===== config.mk =====
export PLATFORM = sky130hd
export DESIGN_NAME = seq_pattern_tx
export DESIGN_NICKNAME = d
export VERILOG_FILES = /design/src/rtl/seq_pattern_tx.sv
export SDC_FILE = /design/constraint.sdc
export NUM_CORES = 1
export LEC_CHECK = 0
export ABC_AREA = 1
export CORE_MARGIN = 5
export CORE_UTILIZATION = 52
export DETAILED_ROUTE_END_ITERATION = 8
export PLACE_DENSITY = 0.76
export SYNTH_ARGS = -nofsm -noshare
export SYNTH_HDL_FRONTEND = slang
export SYNTH_SLANG_ARGS = --single-unit

===== constraint.sdc =====
create_clock -name clk -period 1.9 [get_ports clk]
set_input_delay 0.285 -clock clk [delete_from_list [all_inputs] [get_ports clk]]
set_output_delay 0.285 -clock clk [all_outputs]
set_load 0.02 [all_outputs]

===== src/rtl/seq_pattern_tx.sv =====
// Serial pattern transmitter: sends a captured PAT_W-bit pattern MSB first, repeat_cnt
// times, with gap idle cycles between copies. Since repeat is a reserved word, the count port is repeat_cnt.
module seq_pattern_tx #(
   parameter int PAT_W = 4,
   parameter int CNT_W = 4,
   parameter int GAP_W = 3
) (
   input  logic             clk,
   input  logic             reset_n,
   input  logic             start,
   input  logic             abort,
   input  logic [PAT_W-1:0] pattern,
   input  logic [CNT_W-1:0] repeat_cnt,
   input  logic [GAP_W-1:0] gap,
   output logic             dout,
   output logic             dout_valid,
   output logic             busy,
   output logic             done
);

   localparam int BW = (PAT_W > 1) ? $clog2(PAT_W) : 1;

   typedef enum logic [1:0] {IDLE, SEND, GAP, DONE} state_t;

   state_t           state;
   logic [PAT_W-1:0] pat_q;
   logic [PAT_W-1:0] sreg;
   logic [GAP_W-1:0] gap_q;
   logic [GAP_W-1:0] gapcnt;
   logic [CNT_W-1:0] copies;
   logic [BW-1:0]    bitcnt;

   // Outputs are flops updated alongside the state, so they describe the cycle
   // that the new state represents; sreg holds the bits still to go after dout.
   always_ff @(posedge clk or negedge reset_n) begin
      if (!reset_n) begin
         state      <= IDLE;
         pat_q      <= '0;
         sreg       <= '0;
         gap_q      <= '0;
         gapcnt     <= '0;
         copies     <= '0;
         bitcnt     <= '0;
         dout       <= 1'b0;
         dout_valid <= 1'b0;
         busy       <= 1'b0;
         done       <= 1'b0;
      end else begin
         done <= 1'b0;
         case (state)
            IDLE: begin
               if (start && !abort) begin
                  if (repeat_cnt == '0) begin
                     state <= DONE;
                     done  <= 1'b1;
                  end else begin
                     pat_q      <= pattern;
                     gap_q      <= gap;
                     copies     <= repeat_cnt;
                     sreg       <= pattern << 1;
                     bitcnt     <= BW'(PAT_W - 1);
                     dout       <= pattern[PAT_W-1];
                     dout_valid <= 1'b1;
                     busy       <= 1'b1;
                     state      <= SEND;
                  end
               end
            end
            SEND: begin
               if (abort) begin
                  state      <= IDLE;
                  dout       <= 1'b0;
                  dout_valid <= 1'b0;
                  busy       <= 1'b0;
               end else if (bitcnt != '0) begin
                  dout   <= sreg[PAT_W-1];
                  sreg   <= sreg << 1;
                  bitcnt <= bitcnt - BW'(1);
               end else if (copies == CNT_W'(1)) begin
                  // LSB of the final copy is on the wire now
                  state      <= DONE;
                  done       <= 1'b1;
                  busy       <= 1'b0;
                  dout       <= 1'b0;
                  dout_valid <= 1'b0;
                  copies     <= '0;
               end else begin
                  copies <= copies - CNT_W'(1);
                  if (gap_q == '0) begin
                     sreg   <= pat_q << 1;
                     bitcnt <= BW'(PAT_W - 1);
                     dout   <= pat_q[PAT_W-1];
                  end else begin
                     state      <= GAP;
                     gapcnt     <= gap_q - GAP_W'(1);
                     dout       <= 1'b0;
                     dout_valid <= 1'b0;
                  end
               end
            end
            GAP: begin
               if (abort) begin
                  state <= IDLE;
                  busy  <= 1'b0;
               end else if (gapcnt == '0) begin
                  state      <= SEND;
                  sreg       <= pat_q << 1;
                  bitcnt     <= BW'(PAT_W - 1);
                  dout       <= pat_q[PAT_W-1];
                  dout_valid <= 1'b1;
               end else begin
                  gapcnt <= gapcnt - GAP_W'(1);
               end
            end
            DONE: begin
               state <= IDLE;
            end
            default: begin
               state <= IDLE;
            end
         endcase
      end
   end

endmodule


==> out/results.tsv <==
metric	value	unit
1st-iter DRT viols	95	
diodes inserted	0	
placed wire-length estimate	2700	um
most common cell after layout, fill and taps aside	nand2_1	
clk buf depth	2	
critical path endpoint category	flop	
Synth Flop Type	dfrtp_1	
Period minus WS final	1.67	ns
crit-path max FO	13	
PD cells	1710	mW/mm^2
first drt pass iteration count	4	
largest net degree at the start of global routing	26	
Clock Sinks	25	
initial antenna violation count	0	
Clock Tree Root	clkbuf_4	
Post-route DRC	0	
Remaining Overflow, GRT	0	
DRT antenna net count	0	
DR WL met2	1550	um
first-pass GRT wire length	6040	um
Mapped Nets	250	
vias in the first global route	1426	
core area	0.00303	sq mm
Min Hold Slack	0.302	ns
Max Cap Viol	0	
Rows	20	
CTS tree	built	
Fin. Hold Viols	0	
Die Y	66.1	um
cells after synthesis	226	
unrepaired setup endpoints after global routing	false	
register bit total from synthesis	25	
Worst Path Required	2.13	ns
GPL Wtd Cong	0.859	
Synth Cell Area	0.00164	sq mm
Tightest Pin Transition	0.315	ns
setup bufs post-CTS	0	
Final Max Slew Viols	0	
leakage power	0.979	nW
DR WL met3	152	um
Peak VDD IR	0.000836	V
status	complete, no violations	
number of synthesized flops with an enable pin	0	
syn avg cell area	7.25	sq um
Die ar.	0.00438	sq mm
fillers	283	
R2R depth	9	
Clock Latency Late Sink	0.32	ns
hold_buf cts	0	
ratio of cells with drive above 1 in the final layout	9.64	%
Worst slew margin	79.0	%
via count	1470	
CP arrival	1.90	ns
Synth async-reset ratio	100	%
gr usage total	17.9	%
final wirelength	3360	um
total negative setup slack	0	ns
clk slew on worst S/H paths	0.13	ns
routed len/inst	11.5	um
M1 WL	1610	um
Yosys warning count	0	
Layout Nets	274	
final worst setup slack	0.225	ns
top routing layer used	met4	
worst clock skew	0.00352	ns
Critical Path Start Type	flop	
post-place setup slack	0.132	ns
FMAX	597	MHz
Layout area overhead	16.1	%
die width	66.1	um
register area share after synthesis	38.2	%
CTS buffer count	3	
synth unique cells	26	
Via density	5.02	
Boundary Pins	19	
worst hold path type	in2async	
Starting Density	54.1	%
Final period util	88.2	%
setup violators final	0	
port buffer count	18	
Clock H-tree levels	1	
CP Class	reg2reg	
most frequent cells in the layout	nand2_1 (75), nor2_1 (25), dfrtp_1 (25)	
==> cells in the mapped netlist, types with 2 or more instances <==
cell	n	area, sq um
nand2_2	5	31.3
inv_1	20	75.1
nand2_1	75	282
nand3_1	22	110
nand4_1	3	18.8
o21ai_0	10	50.1
nand2_4	2	22.5
nor2_1	25	93.8
a21oi_1	10	50.1
ha_1	9	113
o21ai_1	3	15.0
dfrtp_1	25	626
o21ai_2	2	17.5
buf_6	2	22.5
inv_2	2	7.51
==> worst max-delay path, stage by stage (launching register included) <==
cell and delay (ns):
dfrtp_1 0.42, inv_1 0.09, ha_1 0.22, buf_4 0.19, nand4_1 0.09, nand2_1 0.07, nor2_2 0.26, nand2_4 0.10
nand2_1 0.08, nand2_1 0.05
==> kinds of logic (layout without fill, tap and decap cells) <==
logic type,after synthesis,count (layout),synth area share (%)
AO/OA/AOI/OAI,27,27,9.01
XOR/XNOR,2,2,1.07
AND/OR/NAND/NOR,137,137,37.4
multiplexers,1,1,0.611
buffers and inverters,25,48,6.87
flip-flops,25,25,38.2
adder cells (fa/ha/maj),9,9,6.87
==> path summary, 6_finish.rpt <==
check | to | start | slack (ns)
max | bitcnt[1]$_DFFE_PN0P_ | state[1]$_DFFE_PN0P_ | 0.23
min | dout_valid$_DFFE_PN0P_ | reset_n | 0.30
max reg2reg | bitcnt[1]$_DFFE_PN0P_ | state[1]$_DFFE_PN0P_ | 0.23
min reg2reg | sreg[2]$_DFFE_PN0P_ | sreg[2]$_DFFE_PN0P_ | 0.49
max in group asynchronous | state[1]$_DFFE_PN0P_ | reset_n | 1.36
min in group clk | sreg[2]$_DFFE_PN0P_ | sreg[2]$_DFFE_PN0P_ | 0.49
==> timing repair <==
action                                  4_1_cts  5_1_grt
endpoints found under the setup margin        0        3
endpoints found under the hold margin         0        0
gates resized for setup                       0        1
==> power breakdown <==
part	switching [mW]	internal [mW]	leakage [nW]
Clock	0.158	0.0823	0.0150
Sequential	0.169	0.799	0.304
Combinational	1.27	0.782	0.661
==> routing by layer <==
metal / vias up / global-route usage [%]
li1: 766 / -
met1: 667 / 21.4
met2: 31 / 31.0
met3: 6 / 4.76
met4: 0 / 5.58
met5: - / 0
==> cell type report <==
class	count	area, sq um	share of cell area, %
Inverter	22	82.6	4.34
Tap cell	44	55.1	2.89
Sequential cell	25	626	32.9
Clock buffer	4	26.3	1.38
Timing Repair Buffer	22	210	11.0
Multi-Input combinational cell	176	903	47.5
==> sequential cells by signal (all words and copies together), names as in the netlist <==
name	count
copies	4
pat_q	4
gap_q	3
gapcnt	3
sreg	3
bitcnt	2
state	2
busy	1
done	1
dout	1
dout_valid	1
==> through the flow <==
stage / total power [mW] / instances / cell area (sq um) / util (%)
6_report: 3.26 / 293 / 1900 / 62.9
2_1_floorplan: 2.56 / 226 / 1640 / -
3_5_place_dp: 3.03 / 289 / 1870 / 61.9
4_1_cts: 3.28 / 293 / 1900 / 62.8
3_3_place_gp: 3.00 / 289 / 1870 / 61.9
5_1_grt: 3.65 / 293 / 1900 / 62.9
Note: power is estimated with default switching activity, not from simulation.
==> RTL change 1, RTL diff (same flow settings) <==
Register the output `dout` once more; this adds one clock of latency there. The other outputs are not delayed to match.
--- a/src/rtl/seq_pattern_tx.sv
+++ b/src/rtl/seq_pattern_tx.sv
@@ -24,2 +24,4 @@
 
+   logic dout_s0;
+
    state_t           state;
@@ -43,3 +45,3 @@
          bitcnt     <= '0;
-         dout       <= 1'b0;
+         dout_s0    <= 1'b0;
          dout_valid <= 1'b0;
@@ -61,3 +63,3 @@
                      bitcnt     <= BW'(PAT_W - 1);
-                     dout       <= pattern[PAT_W-1];
+                     dout_s0    <= pattern[PAT_W-1];
                      dout_valid <= 1'b1;
@@ -71,3 +73,3 @@
                   state      <= IDLE;
-                  dout       <= 1'b0;
+                  dout_s0    <= 1'b0;
                   dout_valid <= 1'b0;
@@ -75,3 +77,3 @@
                end else if (bitcnt != '0) begin
-                  dout   <= sreg[PAT_W-1];
+                  dout_s0 <= sreg[PAT_W-1];
                   sreg   <= sreg << 1;
@@ -83,3 +85,3 @@
                   busy       <= 1'b0;
-                  dout       <= 1'b0;
+                  dout_s0    <= 1'b0;
                   dout_valid <= 1'b0;
@@ -91,3 +93,3 @@
                      bitcnt <= BW'(PAT_W - 1);
-                     dout   <= pat_q[PAT_W-1];
+                     dout_s0 <= pat_q[PAT_W-1];
                   end else begin
@@ -95,3 +97,3 @@
                      gapcnt     <= gap_q - GAP_W'(1);
-                     dout       <= 1'b0;
+                     dout_s0    <= 1'b0;
                      dout_valid <= 1'b0;
@@ -108,3 +110,3 @@
                   bitcnt     <= BW'(PAT_W - 1);
-                  dout       <= pat_q[PAT_W-1];
+                  dout_s0    <= pat_q[PAT_W-1];
                   dout_valid <= 1'b1;
@@ -124,2 +126,6 @@
 
+   always_ff @(posedge clk) begin
+      dout <= dout_s0;
+   end
+
 endmodule
Formal check against the unedited RTL: not equivalent (a bounded check fails within 4 cycles, from zero or initial values and one cycle with reset_n low).
==> RTL change 1 against the original RTL <==
Power increased by 3.5%. Final area increased by 0.59%. Routed wire length increased by 1.4%. Global-route usage increased by 0.18 points. Sequential cell count increased by 1. Area after synthesis decreased by 1.7%. Cell count decreased by 3.1%. Setup slack got worse by 0.060 ns. Critical endpoint unchanged.
==> RTL change 1: results (changes against the original RTL) <==
- Slowest-stage cell, CP: dfrtp_1
- Async SR Flop Fraction: 96.2% (-3.8 points)
- Clock-pin slew on the worst setup and hold paths: 0.15 ns (+0.02 ns)
- Vias in the first global route: 1,395 (-2.2%)
- Reg2reg start: state[0]
- Top cells by area, synth: dfrtp_1, nand2_1, ha_1
- # fillers: 273 (-3.5%)
- Synth Flop Type: dfrtp_1
- Critical Path AT: 2.01 ns (+0.11 ns)
- Internal power: 1830 µW (+10%)
- Most common library cells after synthesis: nand2_1, nor2_1, dfrtp_1
- Post-DP HPWL: 2.58 mm (-4.3%)
- Slowest stage delay, CP: 0.45 ns (+0.03 ns)
- Worst R2R End: bitcnt[1]
- Layout Skew: 0.00533 ns (+0.00181 ns)
- Xor/xnor cell area share of the yosys netlist: 1.09% (+0.018 points)
- Post-synthesis adder-cell area fraction: 6.99% (+0.12 points)
- R2r setup slk: 0.17 ns (-0.06 ns)
- Share of cells above drive strength 1: 12.0% (+2.3 points)
- Peak fanout along the critical path: 9 (-4)
- Register area share after synthesis: 40.1% (+1.9 points)
- Drt wl/cell: 12.0 µm (+4.6%)
- Synth Area in Compound Gates: 11.2% (+2.2 points)
- Leakage power total: 0.00101 µW (+2.8%)
- WHS: 0.298 ns (-0.00335 ns)
- Synthesized Nets: 251 (+0.40%)
- First-pass GRT wire length: 6.09 mm (+0.68%)
- Routability cong.: 0.865 (+0.69%)
- Slew margin rel.: 77.7% (-1.3 points)
- Status: finished clean
- FF-to-FF path depth: 9 (unchanged)
- Vias per cell: 5.05 (+0.57%)
- Peak VDD IR: 842 µV (+0.67%)
- Drt first-iter violations: 78 (-18%)
- GRT Overall Usage: 18.1% (+0.18 points)
- Inserted Clock Buffers: 3 (unchanged)
- First-pass DRT Iterations: 4 (unchanged)
- Multiplexer share of the synthesized area: 0% (-0.61 points)
- Nets: 276 (+0.73%)
- Synth warn: 0 (unchanged)
==> RTL change 1: repair_timing <==
item                       in CTS  in global routing
setup endpoints to repair       0                  8
hold buffers                    0                  0
resized for setup               0                  2
buffers inserted                0                  3
==> RTL change 1: layout make-up <==
class	count	area share, %
multi-input combinational	169	44.1
tap	33	2.16
inverter	28	5.49
timing repair buffer	24	11.8
sequential	26	33.7
clock buffer	3	1.18
clock inverter	1	1.57
==> RTL change 1: through the flow <==
step	cell area (µm²)	std cells	worst slack, ns	TNS (ns)
6_report	1910	284	0.165	0
5_1_grt	1910	284	-0.00847	-0.00847
4_1_cts	1880	281	0.163	0
3_5_place_dp	1830	277	0.0814	0
3_3_place_gp	1830	277	0.0719	0
2_1_floorplan	1610	227	0.323	0
==> RTL change 1: routing by layer <==
layer  global-route usage (%)  share of wire, %
met2                     30.5                48
met4                     3.89              0.91
met1                     24.2                49
met5                        0                 0
met3                     2.91               2.7
==> RTL change 1: how the worst max path moves through the flow <==
stage | to | slack (ns) | cells past startpoint
finish | bitcnt[1] | 0.17 | 9
global route | sreg[1] | -0.008 | 9
CTS | state[1] | 0.16 | 8
detailed placement | bitcnt[0] | 0.08 | 9
global placement | sreg[1] | 0.07 | 9
floorplan | gapcnt[2] | 0.32 | 10
==> RTL change 1: logic make-up (layout without fill, tap and decap cells) <==
group           Yosys count  in the layout
buf+inv                  32             56
simple gates            127            127
fa+ha+maj                 9              9
xor+xnor                  2              2
compound gates           31             31
flops                    26             26
==> RTL change 1: power groups by stage <==
stage	registers [µW]	clock network (µW)	logic [µW]
global placement	981	0	1910
global route	1020	426	2330
floorplan	992	0	1470
finish	981	391	2010
detailed placement	993	0	1920
CTS	978	398	1930
==> RTL change 2, RTL diff (same flow settings) <==
Without the edit above. Set the parameter `PAT_W` to 2 (it was 4).
--- a/src/rtl/seq_pattern_tx.sv
+++ b/src/rtl/seq_pattern_tx.sv
@@ -3,3 +3,3 @@
 module seq_pattern_tx #(
-   parameter int PAT_W = 4,
+   parameter int PAT_W = 2,
    parameter int CNT_W = 4,
Ports: changed (resized pattern); port bits go from 19 to 17. The function was not compared with the original's and may differ.
==> RTL change 2 against the original RTL <==
Final area decreased by 12%. Clock skew rose by 0.0093 ns. Sequential cell count shrank 5. Area after synthesis shrank 13%. Setup slack worse by 0.091 ns. Routed wire length decreased by 3.8%. Cell count fell by 15%. Via count decreased by 13%. Largest power group unchanged. Combinational power shrank 10%. Power shrank 11%. Highest routed layer unchanged.
==> RTL change 2: results (changes against the original RTL) <==
- Layout Skew: 0.0128 ns (+0.00932 ns)
- Synth unique cells: 26 (unchanged)
- Slowest stage delay, CP: 0.43 ns
- Hold crit path type: primary input to asynchronous set/reset pin
- Most common library cells after synthesis: nand2_1, dfrtp_1, nor2_1
- Number of port buffers: 16 (-2)
- Reg2reg start: state[0]
- Slowest-stage cell, CP: dfrtp_1
- Peak VDD IR: 969 µV (+16%)
- Async SR Flop Fraction: 100% (unchanged)
- Share of cells above drive strength 1: 15.6% (+6.0 points)
- Peak fanout along the critical path: 10 (-3)
- Top Registers: copies: 4 flops, gap_q: 3 flops, gapcnt: 3 flops
- Clock Latency Late Sink: 0.31 ns
- Drt first-iter violations: 71 (-25%)
- Clock-pin slew on the worst setup and hold paths: 0.13 ns (about the same)
- Slew Viols, Final: 0 (unchanged)
- GRT Overall Usage: 17.9% (about the same)
- Nets: 240 (-12%)
- Sw Share: 49.8% (+0.80 points)
- Root Buffer: clkbuf_4
- Slew margin rel.: 74.8% (-4.2 points)
- First-pass GRT wire length: 5.73 mm (-5.1%)
- R2r setup slk: 0.13 ns (-0.09 ns)
- Synthesized Nets: 219 (-12%)
- Initial antenna violation count: 0 (unchanged)
- Synth warn: 0 (unchanged)
- Post-DP HPWL: 2.58 mm (-4.2%)
- Worst R2R End: gapcnt[2]
- Routability cong.: 0.864 (+0.59%)
- Vias per cell: 5.11 (+1.8%)
- Htree depth: 1 (unchanged)
- Leakage power total: 0.000848 µW (-13%)
- Status: finished clean
- Routed WL: 3.23 mm (-3.8%)
- # diodes: 0 (unchanged)
- Register area share after synthesis: 35.0% (-3.2 points)
- WHS: 0.293 ns (-0.00833 ns)
- Dpl ws: 0.143 ns (+0.0108 ns)
- # fillers: 253 (-11%)
- Top cells by area, synth: dfrtp_1, nand2_1, ha_1
- CTS Buffer Depth: 2 (unchanged)
- Critical Path AT: 1.97 ns (+0.07 ns)
- Vias in the first global route: 1,254 (-12%)
- Post-CTS Setup Inserts: 0 (unchanged)
- Inserted Clock Buffers: 3 (unchanged)
- First-pass DRT Iterations: 4 (unchanged)
- FF-to-FF path depth: 7 (-2)
- Post_cts resized: 0 (unchanged)
- Peak Freq: 566 MHz (-5.1%)
- Largest net degree at the start of global routing: 21 (-19%)
- Most common cell in the netlist: nand2_1
## RTL change 2: final cells by class
| type | count | share of cell area (%) |
|---|---|---|
| Tap cell | 31 | 2.33 |
| Clock buffer | 4 | 2.18 |
| Inverter | 23 | 5.48 |
| Timing Repair Buffer | 18 | 10.5 |
| Multi-Input combinational cell | 153 | 49.5 |
| Sequential cell | 20 | 30.0 |
## RTL change 2: how the worst max path moves through the flow
stage,from,to
floorplan,state[0],gapcnt[2]
global placement,state[0],gapcnt[2]
detailed placement,state[0],gapcnt[2]
CTS,state[0],gapcnt[2]
global route,state[0],gapcnt[2]
finish,state[0],gapcnt[2]
## RTL change 2: per-layer routing
metal	global-route usage (%)	routed length, µm
met4	6.10	45
met2	29.0	1470
met3	3.06	136
met1	24.0	1580
met5	0	0
## RTL change 2: power groups by stage
stage                     Clock, µW  Combinational (µW)  Sequential [µW]
final                           258                1840              794
after detailed placement          0                1830              803
after global routing            289                2110              820
after global placement            0                1790              798
after CTS                       264                1850              793
after floorplan                   0                1390              807
## RTL change 2: worst max-delay path: cells and delay by family (launching register included)
kind | cells | cell delay [ns]
xor gates and xnor gates | 1 | 0.16
AOI/OAI and AO/OA | 1 | 0.21
buffers and inverters | 1 | 0.11
and+or+nand+nor | 2 | 0.13
DFF | 1 | 0.43
adders and majority gates | 2 | 0.62
## RTL change 2: cells by family after synthesis
family,count (synthesis),synth area share (%)
simple gates,115,37.2
compound gates,27,11.6
buf+inv,25,7.26
flops,20,35.0
fa+ha+maj,8,7.00
xor+xnor,2,1.23
mux,1,0.700
## RTL change 2: stage by stage
stage	instances	area [µm²]	power [µW]	utilization (%)
final	249	1670	2890	62.1
after global routing	249	1670	3220	62.1
after CTS	249	1670	2900	62.1
after detailed placement	245	1630	2630	60.7
after global placement	245	1630	2580	60.7
after floorplan	198	1430	2190	-
